File: config.mk
export PLATFORM = sky130hd
export DESIGN_NAME = sar_adc_n_bits_10
export DESIGN_NICKNAME = d
export VERILOG_FILES = /design/src/rtl/sar_adc_n_bits_10.sv
export SDC_FILE = /design/constraint.sdc
export NUM_CORES = 1
export LEC_CHECK = 0
export CAP_MARGIN = 25
export CORE_MARGIN = 2
export CORE_UTILIZATION = 50
export CTS_CLUSTER_DIAMETER = 150
export CTS_CLUSTER_SIZE = 24
export DETAILED_ROUTE_END_ITERATION = 6
export GPL_ROUTABILITY_DRIVEN = 0
export PLACE_DENSITY = 0.73
export SLEW_MARGIN = 20
export SYNTH_ARGS = -nofsm -noshare
export SYNTH_HDL_FRONTEND = slang
export SYNTH_SLANG_ARGS = --single-unit
export TNS_END_PERCENT = 5
File: constraint.sdc
create_clock -name clk -period 3.05 [get_ports clk]
set_input_delay 0.7625 -clock clk [delete_from_list [all_inputs] [get_ports clk]]
set_output_delay 0.7625 -clock clk [all_outputs]
set_load 0.05 [all_outputs]
File: src/rtl/sar_adc_n_bits_10.sv
// Ideal 10-bit successive-approximation ADC model.
// Conversion steps advance only on rising edges of the slow sys_clk strobe,
// detected in the clk domain. The result is resolved MSB-first against the
// value held at the start of the conversion. eoc pulses for one tick interval.
module sar_adc_n_bits_10 #(
    parameter int N_BITS       = 10,
    parameter int SAMPLE_TICKS = 8
) (
    input  logic              clk,
    input  logic              reset,
    input  logic              sys_clk,
    input  logic              input_hold_digital,
    input  logic [N_BITS-1:0] input_voltage_real,
    output logic [N_BITS-1:0] output_result_digital,
    output logic              eoc
);

    localparam int CNT_W = (SAMPLE_TICKS > 1) ? $clog2(SAMPLE_TICKS) : 1;
    localparam int BIT_W = $clog2(N_BITS);
    localparam logic [CNT_W-1:0] SAMPLE_LAST = CNT_W'(SAMPLE_TICKS - 1);
    localparam logic [BIT_W-1:0] BIT_MSB     = BIT_W'(N_BITS - 1);

    typedef enum logic [2:0] {
        ST_IDLE,
        ST_SAMPLE,
        ST_CONVERT,
        ST_DONE,
        ST_WAIT
    } state_t;

    state_t            r_state;
    logic              r_sysClkQ;
    logic [N_BITS-1:0] r_sar;
    logic [N_BITS-1:0] r_vinHold;
    logic [N_BITS-1:0] r_result;
    logic [CNT_W-1:0]  r_sampleCnt;
    logic [BIT_W-1:0]  r_bit;
    logic              r_eoc;

    logic              w_tick;
    logic [CNT_W-1:0]  w_sampleNext;
    logic [N_BITS-1:0] w_trial;

    assign w_tick       = sys_clk & ~r_sysClkQ;
    assign w_sampleNext = r_sampleCnt + 1'b1;
    assign w_trial      = r_sar | (N_BITS'(1) << r_bit);

    assign output_result_digital = r_result;
    assign eoc                   = r_eoc;

    // Registered copy of the strobe, used to find its rising edges.
    always_ff @(posedge clk) begin
        if (reset) begin
            r_sysClkQ <= 1'b0;
        end else begin
            r_sysClkQ <= sys_clk;
        end
    end

    // Conversion FSM: acquire, resolve one bit per tick, publish, then wait for hold release.
    always_ff @(posedge clk) begin
        if (reset) begin
            r_state     <= ST_IDLE;
            r_sar       <= '0;
            r_vinHold   <= '0;
            r_result    <= '0;
            r_sampleCnt <= '0;
            r_bit       <= '0;
            r_eoc       <= 1'b0;
        end else if (w_tick) begin
            case (r_state)
                ST_IDLE: begin
                    if (input_hold_digital) begin
                        r_vinHold   <= input_voltage_real;
                        r_sar       <= '0;
                        r_sampleCnt <= '0;
                        r_state     <= ST_SAMPLE;
                    end
                end
                ST_SAMPLE: begin
                    r_sampleCnt <= w_sampleNext;
                    if (w_sampleNext == SAMPLE_LAST) begin
                        r_bit   <= BIT_MSB;
                        r_state <= ST_CONVERT;
                    end
                end
                ST_CONVERT: begin
                    if (w_trial <= r_vinHold) begin
                        r_sar <= w_trial;
                    end
                    if (r_bit == '0) begin
                        r_state <= ST_DONE;
                    end else begin
                        r_bit <= r_bit - 1'b1;
                    end
                end
                ST_DONE: begin
                    r_result <= r_sar;
                    r_eoc    <= 1'b1;
                    r_state  <= ST_WAIT;
                end
                ST_WAIT: begin
                    r_eoc <= 1'b0;
                    if (!input_hold_digital) begin
                        r_state <= ST_IDLE;
                    end
                end
                default: begin
                    r_state <= ST_IDLE;
                end
            endcase
        end
    end

endmodule

# Word level (Yosys, flattened, before mapping)
# Index checks and enable logic that the tools add are counted.
word_totals:
  reg_bits: 42
  input_bits: 14
  out_inout_bits: 11
  elab_cells: 53
op_classes:
  add_sub_neg: 2
  magnitude_cmp: 1
  n_eq_ne: 11
  shifts: 1
  n_mux: 14
  bitwise_logic: 3
  n_reduce_logical: 13
ops:
  columns: ["operator", "n"]
  rows:
  - ["$mux 10", 2]
  - ["$pmux 10 s2", 1]
  - ["$mux 3", 5]
  - ["$pmux 3 s5", 1]
  - ["$ne 2x2->1 const B", 6]
  - ["$le 10x10->1", 1]
  - ["$or 10x10->10", 1]
  - ["$shl 1x4->10 const A", 1]
  - ["$mux 4", 2]
  - ["$pmux 4 s2", 1]
  - ["$reduce_and 4->1", 2]
  - ["$reduce_bool 2->1", 4]
  - ["$eq 3x2->1 const B", 2]
  - ["$eq 3x3->1 const B", 2]
  - ["$pmux 3 s2", 1]
  - ["$reduce_and 3->1", 2]
  - ["$reduce_and 5->1", 1]
  - ["$logic_not 4->1", 1]
  - ["$reduce_and 2->1", 2]
  - ["$sub 4x1->4 const B", 1]
  - ["$add 3x1->3 const B", 1]
  - ["$eq 3x1->1 const B", 1]
  - ["$logic_not 3->1", 1]
  - ["$pmux 1 s2", 1]
  - ["2 further kinds", 2]

# Logic depth before layout (Yosys ltp)
# Gate-level depths: netlist (run 1).
depth:
  ltp_word: 5
  ltp_mapped: 11

# Worst setup path before layout (run 1)
# No wires, ideal clock.
synth_path:
  path_kind: "register to register"
  from: "register r_bit[1]"
  to: "register r_sar[1]"
  arrival_time_ns: 2.190
  path_slack_ns: 0.725
  stages_incl_launch_ff: 12
  period_less_slack_ns: 2.325
  cell_sequence: "dfxtp_1 -> inv_1 -> ha_1 -> a21oi_1 -> inv_1 -> ha_1 -> a21oi_1 -> o21ai_1 -> a2111oi_2 -> o32a_1 -> buf_6 -> o22ai_1"
synth_via:
  elab_chain_cells: 5
  word_cells_on_any_way: 7
  cone_classes: "order compare: 1; eq/ne: 1; shift: 1; mux: 2; bitwise: 1; reduce/logical: 1"
synth_rtl:
  columns: ["item", "line_no", "rtl"]
  rows:
  - ["start: declaration", "37", "logic [BIT_W-1:0] r_bit;"]
  - ["start signal: assignment", "94", "r_bit <= r_bit - 1'b1;"]
  - ["$shl 1x4->10 *", "46", "assign w_trial = r_sar | (N_BITS'(1) << r_bit);"]
  - ["$or 10x10->10 *", "46", null]
  - ["$le 10x10->1", "88", "if (w_trial <= r_vinHold) begin"]
  - ["$ne 2x2->1 (no line)", null, null]
  - ["$reduce_and 4->1 (no line)", null, null]
  - ["end signal: assignment", "89", "r_sar <= w_trial;"]
  - ["end: declaration", "33", "logic [N_BITS-1:0] r_sar;"]
# Every way passes the cells marked *; elsewhere a longest branch is shown, timed or not. The select of a mux whose other input is x is not followed.
# A chain may end at the register's enable or synchronous reset.

# Worst setup path after layout (run 1)
layout_path:
  from: "register r_bit[1]"
  to: "register r_sar[2]"
# The elaborated chain is that of the path after synthesis.

==> results.ini, run 1 <==
[floorplan]
die_w_um=69.4
rows=23
boundaryPins=25
die_area_um2=4820
core_um2=4060
start_util_pct=52.7
die_h_um=69.4

[yosys]
ys_types=43
synth_edf_count=0
synth_top_area_share_pct=39.3
synthTopCellsByCount=dfxtp_1, inv_1, nor2_1
ys_warn_count=0
async_flop_share_pct=0
synthCells=246
synth_ff_type=dfxtp_1
syn_area_um2=2140
syn-num-nets=277
synth.most_common_cell=dfxtp_1
yosysTopAreaCell=dfxtp_1
synth.area.top_cells=dfxtp_1, ha_1, mux2i_1
ys_seq_area_share_pct=39.3
postSynthAreaPerCell_um2=8.69
synth-seq-cells=42

[critical_path]
path_cells=inv_1, ha_1, a21oi_1, inv_1, ha_1, a21oi_1, o21ai_1, a2111oi_2, o32a_2, o22ai_1
cp.arrival_ps=2860
startpoint_type=register
r2r_start=r_bit[1]
worstSetupEndpointType=register
cp.required_ps=3230
critPathKind=register to register
critPathMaxStageDelay_ps=500
cp_max_fo=10
cpLargestDelayFamily=compound AO/OA/AOI/OAI gates
crit_buf_inv=2
slowest_stage=a2111oi_2
cp-startpoint=r_bit[1]

[clock_tree]
clock_path_buffers=2
htreeDepth=2
clock-root-buffer=clkbuf_8
clkLatencyLatePin_ps=300
postCtsHoldBufs=0
cts_tree=yes
cts_sinks=42
cts_made_buffers=5
clk_pin_slew_ps=90

[drt]
num_vias=1696
drtPass1Iterations=4
ant_nets=0
vias_per_cell=5.23
wl_met1_um=2060
met3_length_um=143
drt_drc_violations_left=0
finalWirelength_um=4110
drt_iter0_drc=94
wl_met2_um=1880
wire_per_inst_um=12.7
top_layer=met4

[sta]
hold_viol=0
clock.fmax_mhz=373
drv_slew=0
worstMarginPinSlew_ps=493
fin_crit_ps=2680
fin_tns_setup_ps=0
setup_violations=0
rsz0062_at_grt=no
slew_headroom_pct=67.0
skew_ps=6.50
period_share_pct=87.9

[pwr]
seq_power_share_pct=53.4
leakage_nw=1.05
clockPowerShare_pct=33.9
combPwrFrac_pct=12.6
power.density_nw_per_um2=426
swShare_pct=27.0
vdd_drop_max_mv=0.250
p_sw_w=0.000291
internal-power_w=0.000785

[worst_hold_path]
worstHoldStart=r_sar[7]
min_path_type=register to register

[cells_and_area]
area_delta_synth_final_pct=18.1
ff_latch_area_um2=841
diodes=0
drive_above_1_share_pct=7.66
nFillCells=364
multi_input_area_um2=1120
finalNonFillerCells=324
fin_nets=304

[placed_design]
numPortBuffers=24
place_inst=316
place_hpwl_um=3010

[grt]
antenna_found_initial=0
grt_start_max_net_pins=21
grt_usage_pct=18.8
grt_pass1_wl_um=7280
grt_pass1_vias=1620
overflow=0

[job]
maxCapViolCount=0

[outcome]
status=finished clean

## per-stage QoR
step,hold slack [ps],area (um^2),worst slack [ps],total power (W),util [%]
after floorplan,441,2140,725,0.000684,-
after global placement,454,2430,336,0.000720,60.0
after detailed placement,459,2430,245,0.000723,60.0
after CTS,470,2520,221,0.00109,62.2
after global routing,500,2530,169,0.00113,62.3
final,474,2530,369,0.00108,62.3
## path summary, 6_finish.rpt
check | to | slack [ps] | depth (start not counted)
max reg2reg | r_sar[2] | 370 | 10
min reg2reg | r_sar[7] | 470 | 2
max | r_sar[2] | 370 | 10
min | r_sar[7] | 470 | 2
## layout by cell type, fill, tap and decap left out, types with 4 or more instances in the layout
master	instances
a21oi_1	21
buf_4	6
clkbuf_8	5
clkdlybuf4s50_1	24
dfxtp_1	42
ha_1	17
inv_1	33
mux2i_1	20
nand2_1	7
nand2b_1	7
nor2_1	32
nor2b_1	6
nor3_1	4
o21ai_1	5
o22ai_1	9
## worst reg2reg max path, stage by stage (launching register included)
cell	delay, ps
dfxtp_1	420
inv_1	100
ha_1	240
a21oi_1	190
inv_1	80
ha_1	310
a21oi_1	160
o21ai_1	90
a2111oi_2	500
o32a_2	360
o22ai_1	110
## power groups by stage
stage,clock (W),sequential [W],combinational (W)
6_report,0.000365,0.000575,0.000136
5_1_grt,0.000400,0.000578,0.000154
4_1_cts,0.000378,0.000575,0.000136
3_5_place_dp,0,0.000588,0.000136
3_3_place_gp,0,0.000587,0.000133
2_1_floorplan,0,0.000581,0.000102
## kinds of logic after synthesis
group / after synthesis / synth area share [%]
compound gates: 52 / 15.2
xor+xnor: 1 / 0.410
fa+ha+maj: 17 / 9.95
buf+inv: 43 / 8.19
flops: 42 / 39.3
mux: 20 / 9.36
simple gates: 71 / 17.6
## registers in the layout, summed over array words and instances, names as in the netlist
register               count
r_state                    3
r_vinHold                 10
r_sampleCnt                3
eoc                        1
r_bit                      4
output_result_digital     10
r_sysClkQ                  1
r_sar                     10
## per-layer routing
metal  GRT usage [%]  up-vias
met5               0        -
met4            7.63        0
met3            4.94        4
met2            29.8       25
met1            24.4      775
li1                -      892
## final cells by class
cell class	instances	area share (%)
multi-input cells	161	44.5
repair buffers	30	11.3
flip-flops and latches	42	33.3
clock inverters	3	0.842
well taps	50	2.48
clock buffers	5	2.72
inverters	33	4.90
## repair_timing
action / 4_1_cts / 5_1_grt
endpoints found under the hold margin: 0 / 0
resized for setup: 0 / 1
setup endpoints to repair: 0 / 1
setup buffers: 0 / 0
No activity file was read; power rests on OpenSTA's default activity.
==> run 2, diff against run 1 <==
--- a/config.mk
+++ b/config.mk
@@ -12,7 +12,7 @@
 export CTS_CLUSTER_SIZE = 24
 export DETAILED_ROUTE_END_ITERATION = 6
 export GPL_ROUTABILITY_DRIVEN = 0
-export PLACE_DENSITY = 0.73
+export PLACE_DENSITY = 0.85
 export SLEW_MARGIN = 20
 export SYNTH_ARGS = -nofsm -noshare
 export SYNTH_HDL_FRONTEND = slang
==> run 2 against run 1 <==
  * Register-to-register slack got worse by 100 ps
  * Count of clock-buffer cells in the layout did not move
  * Utilization fell by 0.59 points
  * First-iteration DRC count rose by 5.3%
  * Sequential cell count did not move
  * Sequential power barely moved
  * Final area fell by 0.94%
  * Non-clock buffer count fell by 3
  * Wire length rose by 3.9%
  * Combinational power barely moved
  * Critical path type unchanged
  * Largest power group unchanged
  * Highest routed layer unchanged
==> results.ini, run 2 (synthesized netlist as in run 1, its figures left out) <==
[outcome]
status=finished clean  ; unchanged

[critical_path]
cp.arrival_ps=2950  ; was 2860 ps
ff2ff_path_depth=10  ; unchanged
critPathKind=register to register  ; unchanged
slowest_stage=o32a_1  ; was a2111oi_2
cp_max_fo=10  ; unchanged
rr_endpoint=r_sar[9]  ; was r_sar[2]
cp.required_ps=3220  ; was 3230 ps
ff2ff_setup_slack_ps=270  ; was 370 ps
worstSetupEndpointType=register  ; unchanged
startpoint_type=register  ; unchanged
cpLargestDelayFamily=compound AO/OA/AOI/OAI gates  ; unchanged
path_cells=inv_1, ha_1, a21oi_1, inv_1, ha_1, a21oi_1, o21ai_1, a2111oi_2, o32a_1, o22ai_1  ; was inv_1, ha_1, a21oi_1, inv_1, ha_1, a21oi_1, o21ai_1, a2111oi_2, o32a_2, o22ai_1
crit_buf_inv=2  ; unchanged
critPathMaxStageDelay_ps=470  ; was 500 ps
r2r_start=r_bit[1]  ; unchanged
cp.depth=10  ; unchanged

[sta]
worstMarginPinSlew_ps=642  ; was 493 ps
fin_ws_ps=266  ; was 369 ps
period_share_pct=91.3  ; was 87.9%
setup_violations=0  ; unchanged
clock.fmax_mhz=359  ; was 373 MHz
fin_tns_setup_ps=0  ; unchanged
fin_crit_ps=2780  ; was 2680 ps
rsz0062_at_grt=no  ; unchanged
whs_ps=476  ; was 474 ps
slew_headroom_pct=56.9  ; was 67.0%
drv_slew=0  ; unchanged
hold_viol=0  ; unchanged
skew_ps=5.86  ; was 6.50 ps

[worst_hold_path]
min_path_type=register to register  ; unchanged
whs_endpoint=r_vinHold[0]  ; was r_sar[7]
holdPathStages=2  ; unchanged
worstHoldStart=r_vinHold[0]  ; was r_sar[7]

[drt]
vias_per_cell=5.42  ; was 5.23
drt_drc_violations_left=0  ; unchanged
finalWirelength_um=4270  ; was 4110 um
num_vias=1740  ; was 1696
drtPass1Iterations=4  ; unchanged
ant_nets=0  ; unchanged
wire_per_inst_um=13.3  ; was 12.7 um
drt_iter0_drc=99  ; was 94

[clock_tree]
htreeDepth=2  ; unchanged
post_cts_buffers=0  ; unchanged
cts_tree=yes  ; unchanged
clock-root-buffer=clkbuf_8  ; unchanged
cts_sinks=42  ; unchanged
cts_resized=0  ; unchanged
clkLatencyLatePin_ps=300  ; about the same
clk_pin_slew_ps=80  ; was 90 ps
clock_path_buffers=2  ; unchanged
cts_made_buffers=5  ; unchanged
postCtsHoldBufs=0  ; unchanged

[floorplan]
rows=23  ; unchanged
core_um2=4060  ; unchanged
die_h_um=69.4  ; unchanged
boundaryPins=25  ; unchanged
die_area_um2=4820  ; unchanged
start_util_pct=52.7  ; unchanged
die_w_um=69.4  ; unchanged

[pwr]
power.density_nw_per_um2=428  ; was 426 nW/um^2
total_power_w=0.00107  ; was 0.00108 W
leakage_nw=1.03  ; was 1.05 nW
vdd_drop_max_mv=0.275  ; was 0.250 mV

[grt]
gr-max-usage-layer=met2  ; unchanged
overflow=0  ; unchanged
grt_pass1_vias=1605  ; was 1620
gr-usage-met1_pct=23.4  ; was 24.4%
antenna_found_initial=0  ; unchanged
grtUsageMet3_pct=5.23  ; was 4.94%
grt_pass1_wl_um=7350  ; was 7280 um
grt_start_max_net_pins=32  ; was 21
grt_util_met2_pct=31.5  ; was 29.8%
grt_usage_pct=18.5  ; was 18.8%

[cells_and_area]
drive_above_1_share_pct=6.27  ; was 7.66%
fin_nets=301  ; was 304
finalNonFillerCells=321  ; was 324
final_common_cell=dfxtp_1  ; unchanged
nFillCells=362  ; was 364
diodes=0  ; unchanged
final_cell_mix=dfxtp_1, inv_1, nor2_1  ; unchanged
area_delta_synth_final_pct=17.0  ; was 18.1%

[placed_design]
place_inst=313  ; was 316
numPortBuffers=24  ; unchanged
place_hpwl_um=3080  ; was 3010 um
pre_cts_ws_ps=288  ; was 245 ps

[job]
maxCapViolCount=0  ; unchanged

run 2: worst register-to-register path, stage by stage, from the launching register on:
cell and delay (ps):
dfxtp_1 410, inv_1 100, ha_1 230, a21oi_1 180, inv_1 80, ha_1 310, a21oi_1 160, o21ai_1 100
a2111oi_2 460, o32a_1 470, o22ai_1 160
run 2: metal layers:
layer / vias up / wire (um)
met1: 806 / 1920
li1: 882 / -
met5: - / 0
met2: 47 / 2090
met4: 0 / 21
met3: 5 / 243
run 2: area by class of cell:
type | instances | area, um^2 | area share, %
clock buffer | 5 | 68.8 | 2.75
clock inverter | 3 | 21.3 | 0.850
inverter | 33 | 124 | 4.95
multi-input combinational | 161 | 1120 | 44.9
sequential | 42 | 841 | 33.6
tap | 50 | 62.6 | 2.50
timing repair buffer | 27 | 263 | 10.5
run 2: metrics by stage:
| stage | cell area, um^2 | util, % |
|---|---|---|
| after floorplan | 2140 | - |
| after CTS | 2500 | 61.7 |
| after global placement | 2410 | 59.5 |
| after global routing | 2500 | 61.7 |
| final | 2500 | 61.7 |
| after detailed placement | 2410 | 59.5 |
run 2: worst max path at each step:
stage                         from  endpoint  slack, ps
after floorplan           r_bit[1]  r_sar[1]        720
after global placement    r_bit[1]  r_sar[1]        340
after detailed placement  r_bit[1]  r_sar[9]        290
after CTS                 r_bit[1]  r_sar[9]        280
after global routing      r_bit[0]  r_sar[1]         20
final                     r_bit[1]  r_sar[9]        270
run 2: power by group:
group | internal [W] | total, W | leakage [nW] | switching (W)
Sequential | 0.000560 | 0.000575 | 0.340 | 0.0000151
Clock | 0.000161 | 0.000362 | 0.0441 | 0.000201
Combinational | 0.0000620 | 0.000135 | 0.649 | 0.0000725
==> run 3, diff against run 2 <==
--- a/config.mk
+++ b/config.mk
@@ -8,7 +8,7 @@
 export CAP_MARGIN = 25
 export CORE_MARGIN = 2
 export CORE_UTILIZATION = 50
-export CTS_CLUSTER_DIAMETER = 150
+export CTS_CLUSTER_DIAMETER = 50
 export CTS_CLUSTER_SIZE = 24
 export DETAILED_ROUTE_END_ITERATION = 6
 export GPL_ROUTABILITY_DRIVEN = 0
==> results of run 3 <==
Same layout as run 2: the final DEF is identical, and so are final timing and power.
